--- src/rtl/mips_pkg.sv ---
// mips_pkg: shared MIPS encoding constants.
// Provides the request kind enum, the ALU code values used by the CPU decoder,
// the primary opcodes and SPECIAL funct codes, and the encoder FSM state type.
package mips_pkg;

  typedef enum logic [3:0] {
    K_NOP   = 4'd0,
    K_R_ALU = 4'd1,
    K_SHIFT = 4'd2,
    K_JR    = 4'd3,
    K_J     = 4'd4,
    K_JAL   = 4'd5,
    K_BEQ   = 4'd6,
    K_BNE   = 4'd7,
    K_I_ALU = 4'd8,
    K_LUI   = 4'd9,
    K_LW    = 4'd10,
    K_SW    = 4'd11,
    K_LI    = 4'd12
  } kind_e;

  // ALU codes as the decoder produces them
  localparam logic [3:0] ALU_AND  = 4'd1;
  localparam logic [3:0] ALU_OR   = 4'd2;
  localparam logic [3:0] ALU_ADDU = 4'd3;
  localparam logic [3:0] ALU_XOR  = 4'd4;
  localparam logic [3:0] ALU_NOR  = 4'd5;
  localparam logic [3:0] ALU_SUBU = 4'd6;
  localparam logic [3:0] ALU_SLT  = 4'd7;
  localparam logic [3:0] ALU_SLL  = 4'd8;
  localparam logic [3:0] ALU_SRL  = 4'd9;
  localparam logic [3:0] ALU_SRA  = 4'd10;
  localparam logic [3:0] ALU_ADD  = 4'd11;
  localparam logic [3:0] ALU_SUB  = 4'd12;

  // primary opcodes
  localparam logic [5:0] OP_SPECIAL = 6'h00;
  localparam logic [5:0] OP_J       = 6'h02;
  localparam logic [5:0] OP_JAL     = 6'h03;
  localparam logic [5:0] OP_BEQ     = 6'h04;
  localparam logic [5:0] OP_BNE     = 6'h05;
  localparam logic [5:0] OP_ADDI    = 6'h08;
  localparam logic [5:0] OP_ADDIU   = 6'h09;
  localparam logic [5:0] OP_ANDI    = 6'h0C;
  localparam logic [5:0] OP_ORI     = 6'h0D;
  localparam logic [5:0] OP_XORI    = 6'h0E;
  localparam logic [5:0] OP_LUI     = 6'h0F;
  localparam logic [5:0] OP_LW      = 6'h23;
  localparam logic [5:0] OP_SW      = 6'h2B;

  // SPECIAL funct codes
  localparam logic [5:0] F_SLL  = 6'h00;
  localparam logic [5:0] F_SRL  = 6'h02;
  localparam logic [5:0] F_SRA  = 6'h03;
  localparam logic [5:0] F_JR   = 6'h08;
  localparam logic [5:0] F_ADD  = 6'h20;
  localparam logic [5:0] F_ADDU = 6'h21;
  localparam logic [5:0] F_SUB  = 6'h22;
  localparam logic [5:0] F_SUBU = 6'h23;
  localparam logic [5:0] F_AND  = 6'h24;
  localparam logic [5:0] F_OR   = 6'h25;
  localparam logic [5:0] F_XOR  = 6'h26;
  localparam logic [5:0] F_NOR  = 6'h27;
  localparam logic [5:0] F_SLT  = 6'h2A;

  typedef enum logic {S_IDLE, S_LO} state_e;

endpackage

--- src/rtl/instr_encoder_if.sv ---
// instr_encoder_if: request channel into the instruction encoder.
// master drives in_valid and the decoded fields and observes in_ready;
// slave (the encoder) consumes the fields and drives in_ready.
interface instr_encoder_if;
  import mips_pkg::*;

  logic        in_valid;
  logic        in_ready;
  logic [3:0]  in_kind;
  logic [3:0]  in_alu_op;
  logic [4:0]  in_rs;
  logic [4:0]  in_rt;
  logic [4:0]  in_rd;
  logic [4:0]  in_shamt;
  logic [31:0] in_imm;

  modport master (output in_valid, in_kind, in_alu_op, in_rs, in_rt, in_rd,
                  in_shamt, in_imm,
                  input  in_ready);
  modport slave  (input  in_valid, in_kind, in_alu_op, in_rs, in_rt, in_rd,
                  in_shamt, in_imm,
                  output in_ready);
endinterface

--- src/rtl/instr_encoder_pack.sv ---
// instr_pack: purely combinational packer from decoded fields to a MIPS word.
// Ports: kind/alu_op/rs/rt/rd/shamt/imm fields, lo_half selects the ORI half
// of an LI expansion (0 = LUI half); word is the encoded instruction and
// illegal flags a kind/ALU-code combination with no encoding (word is then 0).
module instr_pack
  import mips_pkg::*;
(
  input  logic [3:0]  kind,
  input  logic [3:0]  alu_op,
  input  logic [4:0]  rs,
  input  logic [4:0]  rt,
  input  logic [4:0]  rd,
  input  logic [4:0]  shamt,
  input  logic [31:0] imm,
  input  logic        lo_half,
  output logic [31:0] word,
  output logic        illegal
);

  logic [5:0] code;

  // Select the opcode/funct for the kind, then assemble the word only when
  // the combination is legal so illegal requests always produce zero.
  always_comb begin
    word    = '0;
    illegal = 1'b0;
    code    = '0;
    case (kind)
      K_NOP: word = '0;
      K_R_ALU: begin
        case (alu_op)
          ALU_ADD:  code = F_ADD;
          ALU_ADDU: code = F_ADDU;
          ALU_SUB:  code = F_SUB;
          ALU_SUBU: code = F_SUBU;
          ALU_AND:  code = F_AND;
          ALU_OR:   code = F_OR;
          ALU_XOR:  code = F_XOR;
          ALU_NOR:  code = F_NOR;
          ALU_SLT:  code = F_SLT;
          default:  illegal = 1'b1;
        endcase
        if (!illegal) word = {OP_SPECIAL, rs, rt, rd, 5'd0, code};
      end
      K_SHIFT: begin
        case (alu_op)
          ALU_SLL: code = F_SLL;
          ALU_SRL: code = F_SRL;
          ALU_SRA: code = F_SRA;
          default: illegal = 1'b1;
        endcase
        if (!illegal) word = {OP_SPECIAL, 5'd0, rt, rd, shamt, code};
      end
      K_JR:  word = {OP_SPECIAL, rs, 15'd0, F_JR};
      K_J:   word = {OP_J, imm[25:0]};
      K_JAL: word = {OP_JAL, imm[25:0]};
      K_BEQ: word = {OP_BEQ, rs, rt, imm[15:0]};
      K_BNE: word = {OP_BNE, rs, rt, imm[15:0]};
      K_I_ALU: begin
        case (alu_op)
          ALU_ADD:  code = OP_ADDI;
          ALU_ADDU: code = OP_ADDIU;
          ALU_AND:  code = OP_ANDI;
          ALU_OR:   code = OP_ORI;
          ALU_XOR:  code = OP_XORI;
          default:  illegal = 1'b1;
        endcase
        if (!illegal) word = {code, rs, rt, imm[15:0]};
      end
      K_LUI: word = {OP_LUI, 5'd0, rt, imm[15:0]};
      K_LW:  word = {OP_LW, rs, rt, imm[15:0]};
      K_SW:  word = {OP_SW, rs, rt, imm[15:0]};
      // LI expands to LUI rt,hi followed by ORI rt,rt,lo
      K_LI:  word = lo_half ? {OP_ORI, rt, rt, imm[15:0]}
                            : {OP_LUI, 5'd0, rt, imm[31:16]};
      default: illegal = 1'b1;
    endcase
  end

endmodule

--- src/rtl/instr_encoder.sv ---
// instr_encoder: sequential MIPS encoder and instruction-memory writer.
// Ports: clk, rst_n (synchronous, active low), restart (clears pointer, count
// and err, aborts a pending LI), req (request channel, slave side),
// imem_wren/imem_addr/imem_data (registered RAM write port), words (words
// written), full (memory filled), err (sticky illegal-encoding flag).
module instr_encoder
  import mips_pkg::*;
#(
  parameter int ADDR_W = 10
) (
  input  logic               clk,
  input  logic               rst_n,
  input  logic               restart,
  instr_encoder_if.slave     req,
  output logic               imem_wren,
  output logic [ADDR_W-1:0]  imem_addr,
  output logic [31:0]        imem_data,
  output logic [ADDR_W:0]    words,
  output logic               full,
  output logic               err
);

  localparam logic [ADDR_W:0] CAPACITY = {1'b1, {ADDR_W{1'b0}}};

  state_e            state, state_nxt;
  logic [4:0]        li_rt;
  logic [15:0]       li_lo;
  logic [ADDR_W:0]   free_slots;
  logic [ADDR_W:0]   need;
  logic              accept;
  logic              do_write;
  logic              is_li;
  logic [3:0]        pk_kind;
  logic [4:0]        pk_rt;
  logic [31:0]       pk_imm;
  logic              pk_lo;
  logic [31:0]       pk_word;
  logic              pk_illegal;

  // Handshake: an LI needs two free slots so its ORI half can never be lost.
  // In S_LO the packer is fed from the saved LI fields instead of the bus.
  always_comb begin
    is_li        = (req.in_kind == K_LI);
    free_slots   = CAPACITY - words;
    need         = is_li ? (ADDR_W+1)'(2) : (ADDR_W+1)'(1);
    req.in_ready = rst_n && !restart && (state == S_IDLE) && (free_slots >= need);
    accept       = req.in_valid && req.in_ready;
    do_write     = accept || (state == S_LO);
    pk_kind      = req.in_kind;
    pk_rt        = req.in_rt;
    pk_imm       = req.in_imm;
    pk_lo        = 1'b0;
    if (state == S_LO) begin
      pk_kind = K_LI;
      pk_rt   = li_rt;
      pk_imm  = {16'd0, li_lo};
      pk_lo   = 1'b1;
    end
    full = (words == CAPACITY);
  end

  // Next-state logic: only an accepted LI leaves idle, and S_LO always
  // returns after its single ORI cycle.
  always_comb begin
    state_nxt = state;
    case (state)
      S_IDLE:  if (accept && is_li) state_nxt = S_LO;
      S_LO:    state_nxt = S_IDLE;
      default: state_nxt = S_IDLE;
    endcase
  end

  // State register; restart aborts a pending ORI.
  always_ff @(posedge clk) begin
    if (!rst_n || restart) state <= S_IDLE;
    else                   state <= state_nxt;
  end

  instr_pack u_pack (
    .kind    (pk_kind),
    .alu_op  (req.in_alu_op),
    .rs      (req.in_rs),
    .rt      (pk_rt),
    .rd      (req.in_rd),
    .shamt   (req.in_shamt),
    .imm     (pk_imm),
    .lo_half (pk_lo),
    .word    (pk_word),
    .illegal (pk_illegal)
  );

  // Write port, pointer and status. The address is the word count before
  // the increment; the count saturates rather than wrapping. restart leaves
  // imem_data alone since the strobe is dropped anyway.
  always_ff @(posedge clk) begin
    if (!rst_n) begin
      imem_wren <= 1'b0;
      imem_addr <= '0;
      imem_data <= '0;
      words     <= '0;
      err       <= 1'b0;
      li_rt     <= '0;
      li_lo     <= '0;
    end else if (restart) begin
      imem_wren <= 1'b0;
      imem_addr <= '0;
      words     <= '0;
      err       <= 1'b0;
    end else begin
      imem_wren <= do_write;
      if (do_write) begin
        imem_addr <= words[ADDR_W-1:0];
        imem_data <= pk_word;
        err       <= err | pk_illegal;
        if (words != CAPACITY) words <= words + (ADDR_W+1)'(1);
      end
      if (accept && is_li) begin
        li_rt <= req.in_rt;
        li_lo <= req.in_imm[15:0];
      end
    end
  end

endmodule

--- src/flat_wrapper.sv ---
// flat-port wrapper written by rule: the top's interface ports become plain ports
module instr_encoder_flat import mips_pkg::*;
#(
  parameter int ADDR_W = 10
)
  (clk, rst_n, restart, imem_wren, imem_addr, imem_data, words, full, err, req_in_valid, req_in_kind, req_in_alu_op, req_in_rs, req_in_rt, req_in_rd, req_in_shamt, req_in_imm, req_in_ready);
  instr_encoder_if req_i ();
  input  logic clk;
  input  logic rst_n;
  input  logic restart;
  output logic imem_wren;
  output logic [ADDR_W-1:0] imem_addr;
  output logic [31:0] imem_data;
  output logic [ADDR_W:0] words;
  output logic full;
  output logic err;
  input wire logic [$bits(req_i.in_valid)-1:0] req_in_valid;
  input wire logic [$bits(req_i.in_kind)-1:0] req_in_kind;
  input wire logic [$bits(req_i.in_alu_op)-1:0] req_in_alu_op;
  input wire logic [$bits(req_i.in_rs)-1:0] req_in_rs;
  input wire logic [$bits(req_i.in_rt)-1:0] req_in_rt;
  input wire logic [$bits(req_i.in_rd)-1:0] req_in_rd;
  input wire logic [$bits(req_i.in_shamt)-1:0] req_in_shamt;
  input wire logic [$bits(req_i.in_imm)-1:0] req_in_imm;
  output wire logic [$bits(req_i.in_ready)-1:0] req_in_ready;
  assign req_i.in_valid = req_in_valid;
  assign req_i.in_kind = req_in_kind;
  assign req_i.in_alu_op = req_in_alu_op;
  assign req_i.in_rs = req_in_rs;
  assign req_i.in_rt = req_in_rt;
  assign req_i.in_rd = req_in_rd;
  assign req_i.in_shamt = req_in_shamt;
  assign req_i.in_imm = req_in_imm;
  assign req_in_ready = req_i.in_ready;
  instr_encoder #(.ADDR_W(ADDR_W)) u_core (.clk(clk), .rst_n(rst_n), .restart(restart), .req(req_i), .imem_wren(imem_wren), .imem_addr(imem_addr), .imem_data(imem_data), .words(words), .full(full), .err(err));
endmodule
--- config.mk ---
export PLATFORM = sky130hd
export DESIGN_NAME = instr_encoder_flat
export DESIGN_NICKNAME = d
export VERILOG_FILES = /design/src/rtl/mips_pkg.sv /design/src/rtl/instr_encoder_if.sv /design/src/rtl/instr_encoder_pack.sv /design/src/rtl/instr_encoder.sv /design/src/flat_wrapper.sv
export SDC_FILE = /design/constraint.sdc
export NUM_CORES = 1
export LEC_CHECK = 0
export BUFFER_PORTS_ARGS = -buffer_cell sky130_fd_sc_hd__buf_2
export CAP_MARGIN = 15
export CORE_AREA = 10 10 111 113
export DETAILED_ROUTE_END_ITERATION = 8
export DIE_AREA = 0 0 121 123
export GPL_TIMING_DRIVEN = 0
export PLACE_DENSITY = 0.76
export SYNTH_ARGS = -nofsm -noshare
export SYNTH_HDL_FRONTEND = slang
export SYNTH_HIERARCHICAL = 1
export SYNTH_SLANG_ARGS = --single-unit
--- constraint.sdc ---
create_clock -name clk -period 5.1 [get_ports clk]
set_input_delay 0.255 -clock clk [delete_from_list [all_inputs] [get_ports clk]]
set_output_delay 0.255 -clock clk [all_outputs]
set_load 0.01 [all_outputs]
* After elaboration in Yosys (flattened, before gate mapping)
Cells that the tools add are included.
Storage, ports and cells: register bits 77, logic and storage cells 82, input port bits 64
Operators by class: reductions and logical operators 18, muxes and demuxes 22, equality and inequality tests 27, order comparisons 1, bitwise operators 4, $add $sub $neg 2
Operators by type and width (number):
- $pmux W32 S12 | 1
- $mux W32 | 2
- $pmux W6 S9 | 1
- $eq A4 B4 Y1 const B | 11
- $eq A4 B3 Y1 const B | 8
- $mux W28 | 1
- $mux W26 | 1
- $mux W21 | 1
- $pmux W4 S5 | 1
- $eq A4 B2 Y1 const B | 4
- $add A11 B1 Y11 const B | 1
- $eq A11 B11 Y1 const B | 1
- $ge A11 B11 Y1 | 1
- $ne A11 B11 Y1 const B | 1
- $sub A11 B11 Y11 const A | 1
- $reduce_or A10 Y1 | 1
- $reduce_or A9 Y1 | 1
- $eq A4 B1 Y1 const B | 2
- $mux W1 | 8
- $reduce_and A2 Y1 | 3
- $logic_and A1 B1 Y1 | 5
- $mux W5 | 1
- $reduce_or A5 Y1 | 1
- $logic_not A4 Y1 | 1
- 11 further kinds | 15

* Longest topological paths before layout
Gate-level depths: netlist (run 1).
depth in word-level cells 8, mapped depth 12, mapped depth without buffers 10

* By module
The synthesis (run 1) kept the hierarchy.
Modules (own cells, without submodules):
- instr_encoder | cells an instance 394, area an instance 3876.2 sq um, sequential area each 1541.5 sq um, instances 1
- instr_pack | cells an instance 155, area an instance 1101.1 sq um, sequential area each 0.0 sq um, instances 1

* Worst setup path before layout (run 1)
OpenSTA, ideal clock, no wires.
kind register to register, from register u_core.words[0], to register u_core.li_lo[10], library setup time 0.116 ns, clock period less this slack 2.703 ns, data arrival time 2.587 ns, required time 4.984 ns, buffers on the path 2, setup slack 2.397 ns, stages on the path, launching flop included 13, cell sequence dfxtp_1 inv_1 ha_1 ha_1 nand2b_1 o211ai_1 o211ai_1 and3_1 a2111o_1 buf_4 buf_12 mux2i_1 nor2b_1
Between the ends: cells in the longest elaborated chain, start to end 6
RTL lines:
- start, declared | line instr_encoder.sv:18 | output logic [ADDR_W:0] words,
- start signal, assigned | line instr_encoder.sv:115 | if (words != CAPACITY) words <= words + (ADDR_W+1)'(1);
- $sub A11 B11 Y11 | line instr_encoder.sv:44 | free_slots = CAPACITY - words;
- $ge A11 B11 Y1 | line instr_encoder.sv:46 | req.in_ready = rst_n && !restart && (state == S_IDLE) && (free_slots >= need);
- $logic_and A1 B1 Y1 | line instr_encoder.sv:46
- $logic_and A1 B1 Y1 | line instr_encoder.sv:47 | accept = req.in_valid && req.in_ready;
- $logic_and A1 B1 Y1 | line instr_encoder.sv:117 | if (accept && is_li) begin
- $reduce_and A2 Y1 (no line)
- end signal, assigned | line instr_encoder.sv:119 | li_lo <= req.in_imm[15:0];
- end, declared | line instr_encoder.sv:27 | logic [15:0] li_lo;
No other way between the ends. A chain may end at the register's enable or synchronous reset.

* Final worst setup path (run 1)
from register u_core.state, to register u_core.imem_data[15]
Between the ends: elaborated cells on any way between the ends 24
RTL lines:
- start, declared | line instr_encoder.sv:25 | state_e state, state_nxt;
- start signal, assigned | line instr_encoder.sv:76 | else state <= state_nxt;
- $mux W4 (*) | line instr_encoder.sv:53 | if (state == S_LO) begin
- named net u_core.pk_kind[2] | line instr_encoder.sv:33 | logic [3:0] pk_kind;
- $eq A4 B4 Y1, or another cell as far along | line instr_encoder_pack.sv:28 | case (kind)
- $pmux W32 S12 (*) | line instr_encoder_pack.sv:28
- named net u_core.pk_word[15] | line instr_encoder.sv:37 | logic [31:0] pk_word;
- end signal, assigned | line instr_encoder.sv:113 | imem_data <= pk_word;
- end, declared | line instr_encoder.sv:17 | output logic [31:0] imem_data,
The timed path passes the listed nets; every way through them passes the cells marked *.

==> run summary, run 1 <==
The clock period minus worst slack is between 3 and 4 ns. The data arrival time at the worst-slack endpoint came out at about 3.6 ns. The number of synthesized flops with an enable pin is 0.

The worst relative slew slack is 0.595. The part of the power in combinational logic is 0.199. The startpoint identified for the worst hold timing path is req_in_imm[10].

The CTS sink count came out at between 70 and 80. In the synthesized netlist the dominant register cell turns out to be sky130_fd_sc_hd__dfxtp_1. Across all layers, the routed design uses ~4.6k vias. The post-synthesis instance area is approximately 5000 um2. The filler cells instantiated in the layout total around 950. The via count of the first global-routing pass is 4668.

The share of final-layout standard cells stronger than drive strength 1 is 0.332. The synthesis warning total came out at 6. In this run the critical register-to-register path is launched from u_core/state$_SDFF_PP0_. The leakage power came out at between 2 and 3 nW. The sequential power share came out at 0.465. In this run the critical register-to-register path is captured at u_core/imem_data[15]$_SDFFE_PN0P_. The number of H-tree levels came out at 3. The cell depth of the worst flop-to-flop path is 11. The count of hold-fix buffers inserted at cts came out at 0. The synthesized instance count is 549. The most common cell after layout, fill and taps aside is sky130_fd_sc_hd__buf_2. The switching part of the total power is 0.311. The TritonCTS clock tree is built. The upper clock frequency limit came out at between 300 and 400 MHz.

The total negative setup slack is 0 ns. The max capacitance violation total is 0. The internal power is ~0.9 mW. The count of standard-cell rows came out at 37. The critical path is of the register to register type. Counting along the longest clock path gives a buffer depth of 2.

The flow ran to the end, and the final reports show no timing, DRC or antenna violations. The post-CTS setup buffer count came out at 0. The actual transition at the worst max-transition pin is between 0.6 and 0.7 ns. Summed over all nets, the half-perimeter wirelength after detailed placement is roughly 12000 um. For this run, the register share of the synthesized area comes to 0.310. The post-synthesis average cell area is 9.07 um2. The total area of multi-input combinational cells came out at 3070 um2. The detailed router's first-iteration violation count came out at 460. The later-pin clock latency in the skew report is 0.36 ns. The fraction of registers with async set/reset came out at 0. The required time of the worst setup path came out at around 5.4 ns.

The number of nets in the layout came out at around 750. The final wirelength is 15200 um. The cell at the root of the clock tree is sky130_fd_sc_hd__clkbuf_8. The I/O pin count came out at between 100 and 150.

The worst hold path terminates at u_core/li_lo[10]$_SDFFE_PN0P_. The number of instances resized during post-cts repair came out at 0. The number of antenna diodes in the final layout is 0.

Across every metal layer, demand over resource in global routing totals 0.198. The hold path depth is 3. The initial utilization of the core area, before any placement, comes to 0.491. STA classifies the critical path startpoint as a register.

The net load switching power is around 0.42 mW. Leaving out fill and tap cells, the most frequent cells in the layout are sky130_fd_sc_hd__buf_2, sky130_fd_sc_hd__dfxtp_1, sky130_fd_sc_hd__nor2b_1, sky130_fd_sc_hd__mux2i_1, sky130_fd_sc_hd__nand2_1. The power density normalized to cell area is 225 nW/um2.

The net count after synthesis is 617. The area enclosed by the die boundary is 14900 um2. Setup repair after global routing left no endpoint under its margin. The number of pins with negative max-slew slack in the final report is 0. The maximum number of pins on one net before global-route repair came out at 16. Summed over all layers, the global routing overflow is 0. The count of port buffers added during placement came out at 119. The slack of the worst reg-to-reg path is 1.77 ns. The number of clock buffers added by TritonCTS is 9.

The floorplan core area came out at 10100 um2. For this run, design rule violations remaining after detail routing come to 0. The maximum ir drop on the vdd rail is 137 uV. The worst setup path is captured at a register.

From synthesis to final layout, the design area changed by 19.0%. The number of failing hold endpoints at the final stage is 0. The number of optimization iterations in the first detailed-route pass is 5. The maximum net fanout on the critical path came out at 10.

The final setup violation count is 0. The min-delay analysis places its worst path in the category input pin to register. The placer congestion estimate is between 0.9 and 1. The initial antenna violation count is 0. The worst-case clock skew is 0.00986 ns.

Final hold analysis gives a worst-case slack of 0.167 ns. Of the available clock period, the critical path in the final layout requires 0.652. The count of distinct cell types in the synthesized netlist is 79. The clock transition at the registers of the reported paths came out at roughly 0.1 ns. The number of synthesized register bits came out at slightly below 80. The overall die height is between 100 and 150 um. The die is 121 um wide. The sequential cell area came out at 1540 um2.

The number of nets with antenna violations after routing came out at 0. The via-per-instance ratio is approximately 5.6. The clock network power share is 0.336. The first global-routing pass estimated about 24000 um of wire. In the final routed layout, each cell accounts on average for roughly 19 um.
==> metal layers <==
metal | up-vias | GRT usage | routed length, um | share of wire
met4 | 0 | 0.0407 | 150 | 0.0099
met2 | 210 | 0.327 | 7170 | 0.47
li1 | 2207 | - | - | -
met1 | 2132 | 0.256 | 6580 | 0.43
met5 | - | 0 | 0 | 0
met3 | 11 | 0.0520 | 1310 | 0.086
==> state kept, by name (all words and copies together), names as in the netlist <==
name and count:
u_core/li_rt 5, u_core/li_lo 16, u_core/err 1, u_core/words 11, u_core/imem_addr 10, u_core/imem_data 32, u_core/state 1, u_core/imem_wren 1
==> worst max path at each step <==
stage / endpoint / startpoint / cells after the start / slack [ns]
floorplan: u_core/li_lo[10]$_SDFFE_PN0P_ / u_core/words[0]$_SDFFE_PP0P_ / 12 / 2.40
global placement: u_core/imem_data[15]$_SDFFE_PN0P_ / u_core/state$_SDFF_PP0_ / 11 / 1.85
detailed placement: u_core/imem_data[15]$_SDFFE_PN0P_ / u_core/state$_SDFF_PP0_ / 11 / 1.83
CTS: u_core/imem_data[15]$_SDFFE_PN0P_ / u_core/state$_SDFF_PP0_ / 11 / 1.81
global route: u_core/imem_data[13]$_SDFFE_PN0P_ / u_core/state$_SDFF_PP0_ / 11 / 1.51
finish: u_core/imem_data[15]$_SDFFE_PN0P_ / u_core/state$_SDFF_PP0_ / 11 / 1.77
==> cells by family (layout without fill, tap and decap cells) <==
group	after synthesis	after routing	share of synthesized area
compound gates	116	116	0.183
simple gates	210	210	0.250
xor+xnor	6	6	0.0106
flops	77	77	0.310
buf+inv	57	192	0.0729
fa+ha+maj	4	4	0.0101
mux	78	78	0.163
other cells	1	1	0.000753
==> synthesized netlist by cell type (6+ instances only) <==
| master | count | area [um2] |
|---|---|---|
| sky130_fd_sc_hd__nand2b_1 | 7 | 43.8 |
| sky130_fd_sc_hd__a22oi_1 | 8 | 60.1 |
| sky130_fd_sc_hd__a221o_1 | 8 | 80.1 |
| sky130_fd_sc_hd__buf_2 | 6 | 30.0 |
| sky130_fd_sc_hd__o21ai_0 | 9 | 45.0 |
| sky130_fd_sc_hd__a21oi_1 | 14 | 70.1 |
| sky130_fd_sc_hd__nand2_2 | 10 | 62.6 |
| sky130_fd_sc_hd__nor3_1 | 7 | 35.0 |
| sky130_fd_sc_hd__nand2_1 | 36 | 135 |
| sky130_fd_sc_hd__a22o_1 | 12 | 105 |
| sky130_fd_sc_hd__dfxtp_1 | 77 | 1540 |
| sky130_fd_sc_hd__a21o_1 | 6 | 45.0 |
| sky130_fd_sc_hd__mux2i_1 | 55 | 551 |
| sky130_fd_sc_hd__mux2_2 | 23 | 259 |
| sky130_fd_sc_hd__buf_4 | 6 | 45.0 |
| sky130_fd_sc_hd__a21oi_2 | 10 | 87.6 |
| sky130_fd_sc_hd__nor2_1 | 24 | 90.1 |
| sky130_fd_sc_hd__nor2b_1 | 73 | 457 |
| sky130_fd_sc_hd__nand3_1 | 8 | 40.0 |
| sky130_fd_sc_hd__clkbuf_1 | 18 | 67.6 |
| sky130_fd_sc_hd__o21ai_2 | 7 | 61.3 |
| sky130_fd_sc_hd__inv_1 | 12 | 45.0 |
==> final cells by class <==
class | instances | share of cell area
clock buffer | 9 | 0.0209
clock inverter | 7 | 0.00971
timing repair buffer | 119 | 0.101
inverter | 13 | 0.00824
tap | 136 | 0.0287
buffer | 44 | 0.0530
sequential | 77 | 0.260
multi-input combinational | 415 | 0.519
==> through the flow <==
step                       util  std cells  cell area [um2]  power (mW)  setup WS [ns]
after floorplan               -        549             4980       0.812           2.40
after global placement    0.566        804             5740       0.892           1.85
after detailed placement  0.566        804             5740       0.897           1.83
after CTS                 0.584        820             5920        1.34           1.81
after global routing      0.584        820             5920        1.39           1.51
final                     0.584        820             5920        1.33           1.77
==> power groups by stage <==
stage	clock network, mW	registers, mW	logic, mW
3_5_place_dp	0	0.635	0.262
4_1_cts	0.453	0.621	0.264
5_1_grt	0.479	0.622	0.287
3_3_place_gp	0	0.634	0.258
2_1_floorplan	0	0.639	0.173
6_report	0.449	0.621	0.266
==> worst max-delay path: stages, from the launching register on <==
cell	delay (ns)
sky130_fd_sc_hd__dfxtp_1	0.48
sky130_fd_sc_hd__clkbuf_1	0.39
sky130_fd_sc_hd__clkbuf_1	0.52
sky130_fd_sc_hd__or2_2	0.22
sky130_fd_sc_hd__buf_2	0.21
sky130_fd_sc_hd__nand2_1	0.19
sky130_fd_sc_hd__nor4_4	0.39
sky130_fd_sc_hd__buf_2	0.32
sky130_fd_sc_hd__a22oi_1	0.16
sky130_fd_sc_hd__o2bb2ai_1	0.20
sky130_fd_sc_hd__mux2i_1	0.09
sky130_fd_sc_hd__nor2b_1	0.10
Power figures use the tool's default switching activity.
==> run 2: changes to the inputs <==
--- a/config.mk
+++ b/config.mk
@@ -5,13 +5,14 @@
 export SDC_FILE = /design/constraint.sdc
 export NUM_CORES = 1
 export LEC_CHECK = 0
+export ABC_AREA = 1
 export BUFFER_PORTS_ARGS = -buffer_cell sky130_fd_sc_hd__buf_2
 export CAP_MARGIN = 15
-export CORE_AREA = 10 10 111 113
+export CORE_AREA = 10 10 114 116
 export DETAILED_ROUTE_END_ITERATION = 8
-export DIE_AREA = 0 0 121 123
+export DIE_AREA = 0 0 124 126
 export GPL_TIMING_DRIVEN = 0
-export PLACE_DENSITY = 0.76
+export PLACE_DENSITY = 0.77
 export SYNTH_ARGS = -nofsm -noshare
 export SYNTH_HDL_FRONTEND = slang
 export SYNTH_HIERARCHICAL = 1
==> constraint.sdc (replaced) <==
create_clock -name clk -period 2.65 [get_ports clk]
set_input_delay 0.1325 -clock clk [delete_from_list [all_inputs] [get_ports clk]]
set_output_delay 0.1325 -clock clk [all_outputs]
set_load 0.01 [all_outputs]
==> run summary, run 2 <==
Status: finished clean (unchanged). The fraction of registers with async set/reset came to 0 (unchanged). The TritonCTS clock tree is built (unchanged). The cell area after layout is 6160 um2 (was 5920 um2). The global routing usage summed across all routing layers came out at 0.218 (was 0.198). Largest registers: u_core/imem_data (32), u_core/li_lo (16), u_core/words (11) (unchanged). The area share of the leading cell type in the synthesized netlist came out at 0.302 (was 0.310).

The leakage power was 3.20 nW (was 2.84 nW). The data arrival time at the worst-slack endpoint came out at 2.74 ns (was 3.62 ns). The number of synthesized flops with an enable pin came out at 0 (unchanged). The number of failing hold endpoints at the final stage is 0 (unchanged).

The net count after synthesis was 923 (was 617). The detailed router's first-iteration violation count was 537 (was 460). The number of synthesized register bits was 77 (unchanged).

The number of buffers created by CTS is 9 (unchanged). The I/O pin count is 121 (unchanged). The number of DRC violations after detailed routing came out at 0 (unchanged). The number of flip-flops under the largest register name came out at 32 (unchanged). The final setup violation count is 0 (unchanged).

The via count of the routed design is 5919 (was 4560). The later-pin clock latency in the skew report came out at 0.35 ns (was 0.36 ns). The power density normalized to cell area was 426 nW/um2 (was 225 nW/um2). The final global-route overflow total came to 0 (unchanged). The number of pins with negative max-slew slack in the final report is 0 (unchanged). The number of H-tree levels is 3 (unchanged). The area enclosed by the die boundary is 15600 um2 (was 14900 um2). The initial core utilization was 0.477 (was 0.491). The floorplan core area came out at 10700 um2 (was 10100 um2). The final cell count without fillers is 1134 (was 820). The total instance count after detailed placement is 1115 (was 804). The register with the most flip-flops is u_core/imem_data (unchanged).

The die extent in x is 124 um (was 121 um). The maximum ir drop on the vdd rail came to 288 uV (was 137 uV). The first-pass GRT wire length came out at 27800 um (was 24000 um). Most used standard cells in the synthesized netlist: sky130_fd_sc_hd__nand2_1, sky130_fd_sc_hd__nor2_1, sky130_fd_sc_hd__nand3_1 (was sky130_fd_sc_hd__dfxtp_1, sky130_fd_sc_hd__nor2b_1, sky130_fd_sc_hd__mux2i_1). The upper clock frequency limit came out at 407 MHz (was 301 MHz). The worst hold-check path type was input pin to register (unchanged). The post-synthesis average cell area is 5.97 um2 (was 9.07 um2).

The worst-case clock skew came out at 0.00798 ns (was 0.00986 ns). The clock network power share is 0.392 (was 0.336). The kind of end point of the critical path is a register (unchanged). The via-per-instance ratio came out at 5.22 (was 5.56).

The synthesis warning total came to 6 (unchanged). The cell depth of the worst flop-to-flop path came to 15 (was 11). The number of nets with antenna violations after routing came out at 0 (unchanged). The maximum buffer depth of the clock tree is 2 (unchanged). The count of distinct cell types in the synthesized netlist came out at 39 (was 79). The part of the power in combinational logic came to 0.159 (was 0.199). The internal power came out at 1.88 mW (was 0.919 mW). The most common cell after layout, fill and taps aside is sky130_fd_sc_hd__nand2_1 (was sky130_fd_sc_hd__buf_2). The maximum net fanout on the critical path is 10 (unchanged). The number of optimization iterations in the first detailed-route pass came out at 6 (was 5). The hold path depth is 3 (unchanged).

The overall die height is 126 um (was 123 um). The final routed wire length divided by cell count is 15.2 um (was 18.6 um). The layout-stage area growth over the synthesis result is 20.8% (was 19.0%). The switching part of the total power came to 0.283 (was 0.311). Most used cells in the layout excluding fill and tap cells: sky130_fd_sc_hd__nand2_1, sky130_fd_sc_hd__buf_2, sky130_fd_sc_hd__nor2_1, sky130_fd_sc_hd__nand3_1, sky130_fd_sc_hd__dfxtp_1 (was sky130_fd_sc_hd__buf_2, sky130_fd_sc_hd__dfxtp_1, sky130_fd_sc_hd__nor2b_1, sky130_fd_sc_hd__mux2i_1, sky130_fd_sc_hd__nand2_1). The leading register cell type out of synthesis is sky130_fd_sc_hd__dfxtp_1 (unchanged). The share of final-layout standard cells stronger than drive strength 1 was 0.224 (was 0.332). The post-placement cell area is 5880 um2 (was 5740 um2).

The max capacitance violation total came out at 0 (unchanged). The cell at the root of the clock tree is sky130_fd_sc_hd__clkbuf_8 (unchanged). The number of nets in the layout is 1056 (was 747). The net load switching power is 0.744 mW (was 0.416 mW). The synthesized instance count is 855 (was 549). The count of standard-cell rows is 38 (was 37). The library cell occupying the most area in the post-synthesis netlist is sky130_fd_sc_hd__dfxtp_1 (unchanged). The post-synthesis instance area is 5100 um2 (was 4980 um2).

The placer congestion estimate came out at 0.958 (was 0.917). The via count of the first global-routing pass is 5601 (was 4668). The clock period minus worst slack is 2.46 ns (was 3.33 ns). The initial antenna violation count is 1 (was 0).

The clock transition at the registers of the reported paths is 0.09 ns (was 0.10 ns). The CTS sink count is 77 (unchanged). The worst relative slew slack came out at 0.626 (was 0.595).

The actual transition at the worst max-transition pin was 0.560 ns (was 0.607 ns). The number of fill cells in the layout was 1126 (was 945). The HPWL reported at the end of detailed placement came out at 13400 um (was 12000 um). The sequential power share was 0.449 (was 0.465).

The maximum number of pins on one net before global-route repair is 15 (was 16). The required time of the worst setup path came out at 2.93 ns (was 5.39 ns). The type of the worst setup path was register to register (unchanged). The final wirelength came to 17200 um (was 15200 um). The sequential fraction of the synthesis area is 0.302 (was 0.310). The startpoint type of the worst setup path was a register (unchanged). The cell with the most instances after synthesis is sky130_fd_sc_hd__nand2_1 (was sky130_fd_sc_hd__dfxtp_1). Ranking of synthesized cells by area: sky130_fd_sc_hd__dfxtp_1, sky130_fd_sc_hd__nand2_1, sky130_fd_sc_hd__nand3_1 (was sky130_fd_sc_hd__dfxtp_1, sky130_fd_sc_hd__mux2i_1, sky130_fd_sc_hd__nor2b_1). The count of port buffers added during placement is 120 (was 119). The period utilization is 0.927 (was 0.652).
run 2: layer usage:
| layer | global-route usage | routed length (um) | vias to the layer above |
|---|---|---|---|
| met5 | 0 | 0 | - |
| met4 | 0.0874 | 517 | 0 |
| li1 | - | - | 2979 |
| met1 | 0.284 | 7320 | 2644 |
| met3 | 0.0572 | 1550 | 45 |
| met2 | 0.334 | 7830 | 251 |
run 2: what timing repair did:
action / 4_1_cts / 5_1_grt
buffers inserted: 0 / 2
resized for setup: 5 / 12
setup endpoints to repair: 38 / 70
hold buffers: 0 / 0
run 2: cell families (layout without fill, tap and decap cells):
kind of cell,Yosys count,after routing,share of synthesized area
flops,77,77,0.302
compound gates,110,110,0.113
fa+ha+maj,4,4,0.00981
buf+inv,127,265,0.109
xor+xnor,9,9,0.0154
other cells,1,2,0.000735
simple gates,527,527,0.451
run 2: area by class of cell:
type                            count  area, um2  share of cell area
Antenna cell                        1       2.50            0.000406
Multi-Input combinational cell    651       3020               0.491
Clock inverter                      6       93.8              0.0152
Buffer                             39        230              0.0373
Sequential cell                    77       1550               0.251
Timing Repair Buffer              122        616              0.0999
Clock buffer                       10        138              0.0223
Tap cell                          140        175              0.0284
Inverter                           88        335              0.0544
run 2: worst paths after layout:
kind / startpoint / end / slack, ns
max: u_core/words[0]$_SDFFE_PP0P_ / u_core/words[5]$_SDFFE_PP0P_ / 0.19
max reg2reg: u_core/words[0]$_SDFFE_PP0P_ / u_core/words[5]$_SDFFE_PP0P_ / 0.19
min: req_in_imm[15] / u_core/li_lo[15]$_SDFFE_PN0P_ / 0.02
min reg2reg: u_core/imem_data[13]$_SDFFE_PN0P_ / u_core/imem_data[13]$_SDFFE_PN0P_ / 0.46
run 2: power groups by stage:
stage	clock network [mW]	logic, mW	registers, mW
after floorplan	0	0.252	1.21
after global placement	0	0.405	1.21
after detailed placement	0	0.407	1.21
after CTS	1.04	0.409	1.18
after global routing	1.09	0.465	1.18
final	1.03	0.417	1.18
run 2: critical path, cell delays in order, from the launching register on:
cell	delay, ns
sky130_fd_sc_hd__dfxtp_4	0.42
sky130_fd_sc_hd__clkinvlp_4	0.13
sky130_fd_sc_hd__ha_2	0.29
sky130_fd_sc_hd__ha_1	0.29
sky130_fd_sc_hd__nand3_1	0.08
sky130_fd_sc_hd__nor2_1	0.09
sky130_fd_sc_hd__nand2_1	0.05
sky130_fd_sc_hd__nand2_1	0.05
sky130_fd_sc_hd__nor2_1	0.04
sky130_fd_sc_hd__nand3_1	0.09
sky130_fd_sc_hd__nand3_2	0.13
sky130_fd_sc_hd__nand2_2	0.12
sky130_fd_sc_hd__buf_6	0.16
sky130_fd_sc_hd__buf_4	0.19
sky130_fd_sc_hd__nand3_1	0.10
sky130_fd_sc_hd__a21oi_1	0.16
run 2: through the flow:
| step | hold WS, ns | utilization | total power, mW | worst slack (ns) | TNS (ns) |
|---|---|---|---|---|---|
| after global placement | 0.372 | 0.550 | 1.61 | -0.247 | -3.77 |
| after floorplan | 0.267 | - | 1.46 | 0.379 | 0 |
| after CTS | 0.0138 | 0.572 | 2.63 | 0.114 | 0 |
| after global routing | 0.0233 | 0.576 | 2.74 | -0.0225 | -0.0583 |
| final | 0.0171 | 0.576 | 2.62 | 0.193 | 0 |
| after detailed placement | 0.380 | 0.550 | 1.61 | -0.197 | -3.75 |
==> run 3: changes to the inputs <==
==> constraint.sdc (replaced) <==
create_clock -name clk -period 2.65 [get_ports clk]
set_input_delay 0.3975 -clock clk [delete_from_list [all_inputs] [get_ports clk]]
set_output_delay 0.3975 -clock clk [all_outputs]
set_load 0.01 [all_outputs]
==> run summary, run 3 (synthesized netlist as in run 2, its figures left out) <==
The actual transition at the worst max-transition pin was 0.568 ns (was 0.560 ns). The number of optimization iterations in the first detailed-route pass came out at 5 (was 6). The maximum buffer depth of the clock tree came out at 2 (unchanged).

Largest registers: u_core/imem_data (32), u_core/li_lo (16), u_core/words (11) (unchanged). The via-per-instance ratio came to 5.22 (about the same). The type of the worst setup path was register to primary output (was register to register).

The global routing usage summed across all routing layers came out at 0.219 (was 0.218). The required time of the worst setup path came out at 2.25 ns (was 2.93 ns). The worst-case clock skew is 0.00778 ns (was 0.00798 ns). The core utilization of the finished layout is 0.578 (was 0.576). The number of fill cells in the layout is 1125 (was 1126). The number of buffer and inverter instances along the worst setup path is 3 (unchanged). The final global-route overflow total was 0 (unchanged). The area enclosed by the die boundary came out at 15600 um2 (unchanged). The net load switching power was 0.742 mW (was 0.744 mW).

The die extent in x is 124 um (unchanged). The period utilization came out at 0.954 (was 0.927). The worst hold-check path type is input pin to register (unchanged).

The startpoint type of the worst setup path is a register (unchanged). The final wirelength was 17300 um (was 17200 um). The number of nets with antenna violations after routing is 0 (unchanged). The layout-stage area growth over the synthesis result came to 21.1% (was 20.8%). The number of H-tree levels is 3 (unchanged). The count of standard-cell rows came out at 38 (unchanged). The total negative setup slack is 0 ns (unchanged). The CTS sink count came to 77 (unchanged).

The switching part of the total power is 0.283 (about the same). The most common cell after layout, fill and taps aside is sky130_fd_sc_hd__nand2_1 (unchanged). The count of hold-fix buffers inserted at cts is 0 (unchanged).

The number of pins with negative max-slew slack in the final report is 0 (unchanged). The internal power is 1.88 mW (about the same). The leakage power is 3.21 nW (was 3.20 nW). The initial antenna violation count came to 1 (unchanged).

The placer congestion estimate came out at 0.958 (unchanged). The detailed router's first-iteration violation count is 526 (was 537). The share of final-layout standard cells stronger than drive strength 1 came out at 0.223 (was 0.224).

The largest stage delay on the critical path came to 0.37 ns (was 0.42 ns). The final routed wire length divided by cell count is 15.2 um (about the same). The upper clock frequency limit is 396 MHz (was 407 MHz). The highest-delay cell along the critical path is sky130_fd_sc_hd__dfxtp_4 (unchanged). The data arrival time at the worst-slack endpoint came out at 2.13 ns (was 2.74 ns). The via count of the routed design came to 5927 (was 5919). The clock transition at the registers of the reported paths is 0.09 ns (about the same). The maximum net fanout on the critical path came to 3 (was 10). The I/O pin count came out at 121 (unchanged).

The later-pin clock latency in the skew report is 0.35 ns (about the same). The power density normalized to cell area came out at 424 nW/um2 (was 426 nW/um2). The overall die height was 126 um (unchanged). The final setup violation count came out at 0 (unchanged). The maximum number of pins on one net before global-route repair is 15 (unchanged). The number of flip-flops under the largest register name is 32 (unchanged).

The part of the power in combinational logic came out at 0.160 (was 0.159). The HPWL reported at the end of detailed placement came to 13400 um (unchanged). The number of buffers created by CTS is 9 (unchanged). The cell at the root of the clock tree was sky130_fd_sc_hd__clkbuf_8 (unchanged). Status: finished clean (unchanged). The number of DRC violations after detailed routing is 0 (unchanged). The cell type with the highest occurrence count on the critical path is sky130_fd_sc_hd__nand2_1 (was sky130_fd_sc_hd__nand3_1).

The kind of end point of the critical path is a primary output (was register). The number of failing hold endpoints at the final stage is 0 (unchanged). The maximum ir drop on the vdd rail came out at 288 uV (about the same). The count of port buffers added during placement came to 120 (unchanged).

The first-pass GRT wire length came out at 27800 um (about the same). The TritonCTS clock tree is built (unchanged). The via count of the first global-routing pass came out at 5601 (unchanged).

The clock period minus worst slack came out at 2.53 ns (was 2.46 ns). Critical path, cell by cell: clkinvlp_4 -> ha_1 -> ha_1 -> nand3_1 -> nor2_1 -> nand2_1 -> nand2_1 -> nor2_1 -> nand3_1 -> nand2_1 -> inv_1 -> buf_2 (was clkinvlp_4 -> ha_2 -> ha_1 -> nand3_1 -> nor2_1 -> nand2_1 -> nand2_1 -> nor2_1 -> nand3_1 -> nand3_2 -> nand2_2 -> buf_6 -> buf_4 -> nand3_1 -> a21oi_1). The sequential power share came out at 0.449 (about the same). Most used cells in the layout excluding fill and tap cells: sky130_fd_sc_hd__nand2_1, sky130_fd_sc_hd__buf_2, sky130_fd_sc_hd__nor2_1, sky130_fd_sc_hd__nand3_1, sky130_fd_sc_hd__dfxtp_1 (unchanged). The gate family responsible for the most delay along the worst path was adder cells (was simple AND/OR/NAND/NOR gates). The initial core utilization was 0.477 (unchanged). The worst relative slew slack came out at 0.621 (was 0.626). The max capacitance violation total was 0 (unchanged).

The register with the most flip-flops is u_core/imem_data (unchanged). The number of nets in the layout is 1058 (was 1056). The floorplan core area is 10700 um2 (unchanged).

The clock network power share is 0.391 (was 0.392).
==> run 3: cell types whose count changed in the layout (fill, tap and decap cells not counted), sizes merged <==
cell / delta
buf: +2
==> run 3: power groups by stage <==
stage / registers (mW) / clock network, mW / logic (mW)
4_1_cts: 1.18 / 1.04 / 0.409
6_report: 1.18 / 1.03 / 0.420
3_5_place_dp: 1.21 / 0 / 0.407
5_1_grt: 1.18 / 1.09 / 0.468
3_3_place_gp: 1.21 / 0 / 0.405
2_1_floorplan: 1.21 / 0 / 0.252
==> run 3: worst paths after layout <==
kind | startpoint | end | slack (ns) | depth (start not counted)
worst max-delay path | u_core/words[0]$_SDFFE_PP0P_ | req_in_ready | 0.12 | 12
worst min register to register | u_core/imem_data[14]$_SDFFE_PN0P_ | u_core/imem_data[14]$_SDFFE_PN0P_ | 0.46 | 2
worst max register to register | u_core/words[0]$_SDFFE_PP0P_ | u_core/imem_addr[1]$_SDFFE_PP0P_ | 0.16 | 14
worst min-delay path | req_in_imm[15] | u_core/li_lo[15]$_SDFFE_PN0P_ | 0.28 | 3
==> run 3: layout make-up <==
class	instances	area (um2)	area share
Antenna cell	1	2.50	0.000405
Buffer	39	229	0.0371
Clock buffer	10	138	0.0223
Clock inverter	6	93.8	0.0152
Inverter	88	335	0.0543
Multi-Input combinational cell	651	3030	0.490
Sequential cell	77	1550	0.251
Tap cell	140	175	0.0283
Timing Repair Buffer	124	631	0.102
==> run 3: stage by stage <==
step,total power [mW],instance area (um2),instances,hold WS [ns],setup slack (ns)
after global routing,2.74,6180,1135,0.288,-0.0217
after detailed placement,1.61,5880,1115,0.452,-0.370
final,2.62,6180,1136,0.282,0.122
after global placement,1.61,5880,1115,0.447,-0.341
after CTS,2.63,6120,1131,0.279,0.0101
after floorplan,1.46,5100,855,0.475,0.379
==> run 3: what timing repair did <==
item                       4_1_cts  5_1_grt
gates resized for setup          5       10
setup endpoints to repair       39       71
buffers inserted                 0        4
==> run 3: routing by layer <==
metal / wire (um) / part of all wire / GRT usage
met1: 7300 / 0.42 / 0.284
met5: 0 / 0 / 0
met3: 1570 / 0.091 / 0.0576
met4: 495 / 0.029 / 0.0874
met2: 7900 / 0.46 / 0.334
==> run 3: worst reg2reg max path: cells and delay by family, from the launching register on <==
kind                     cells  cell delay [ns]
adder cells (fa/ha/maj)      2             0.61
AND/OR/NAND/NOR              9             0.82
flip-flops                   1             0.37
buffers and inverters        2             0.47
AO/OA/AOI/OAI                1             0.14
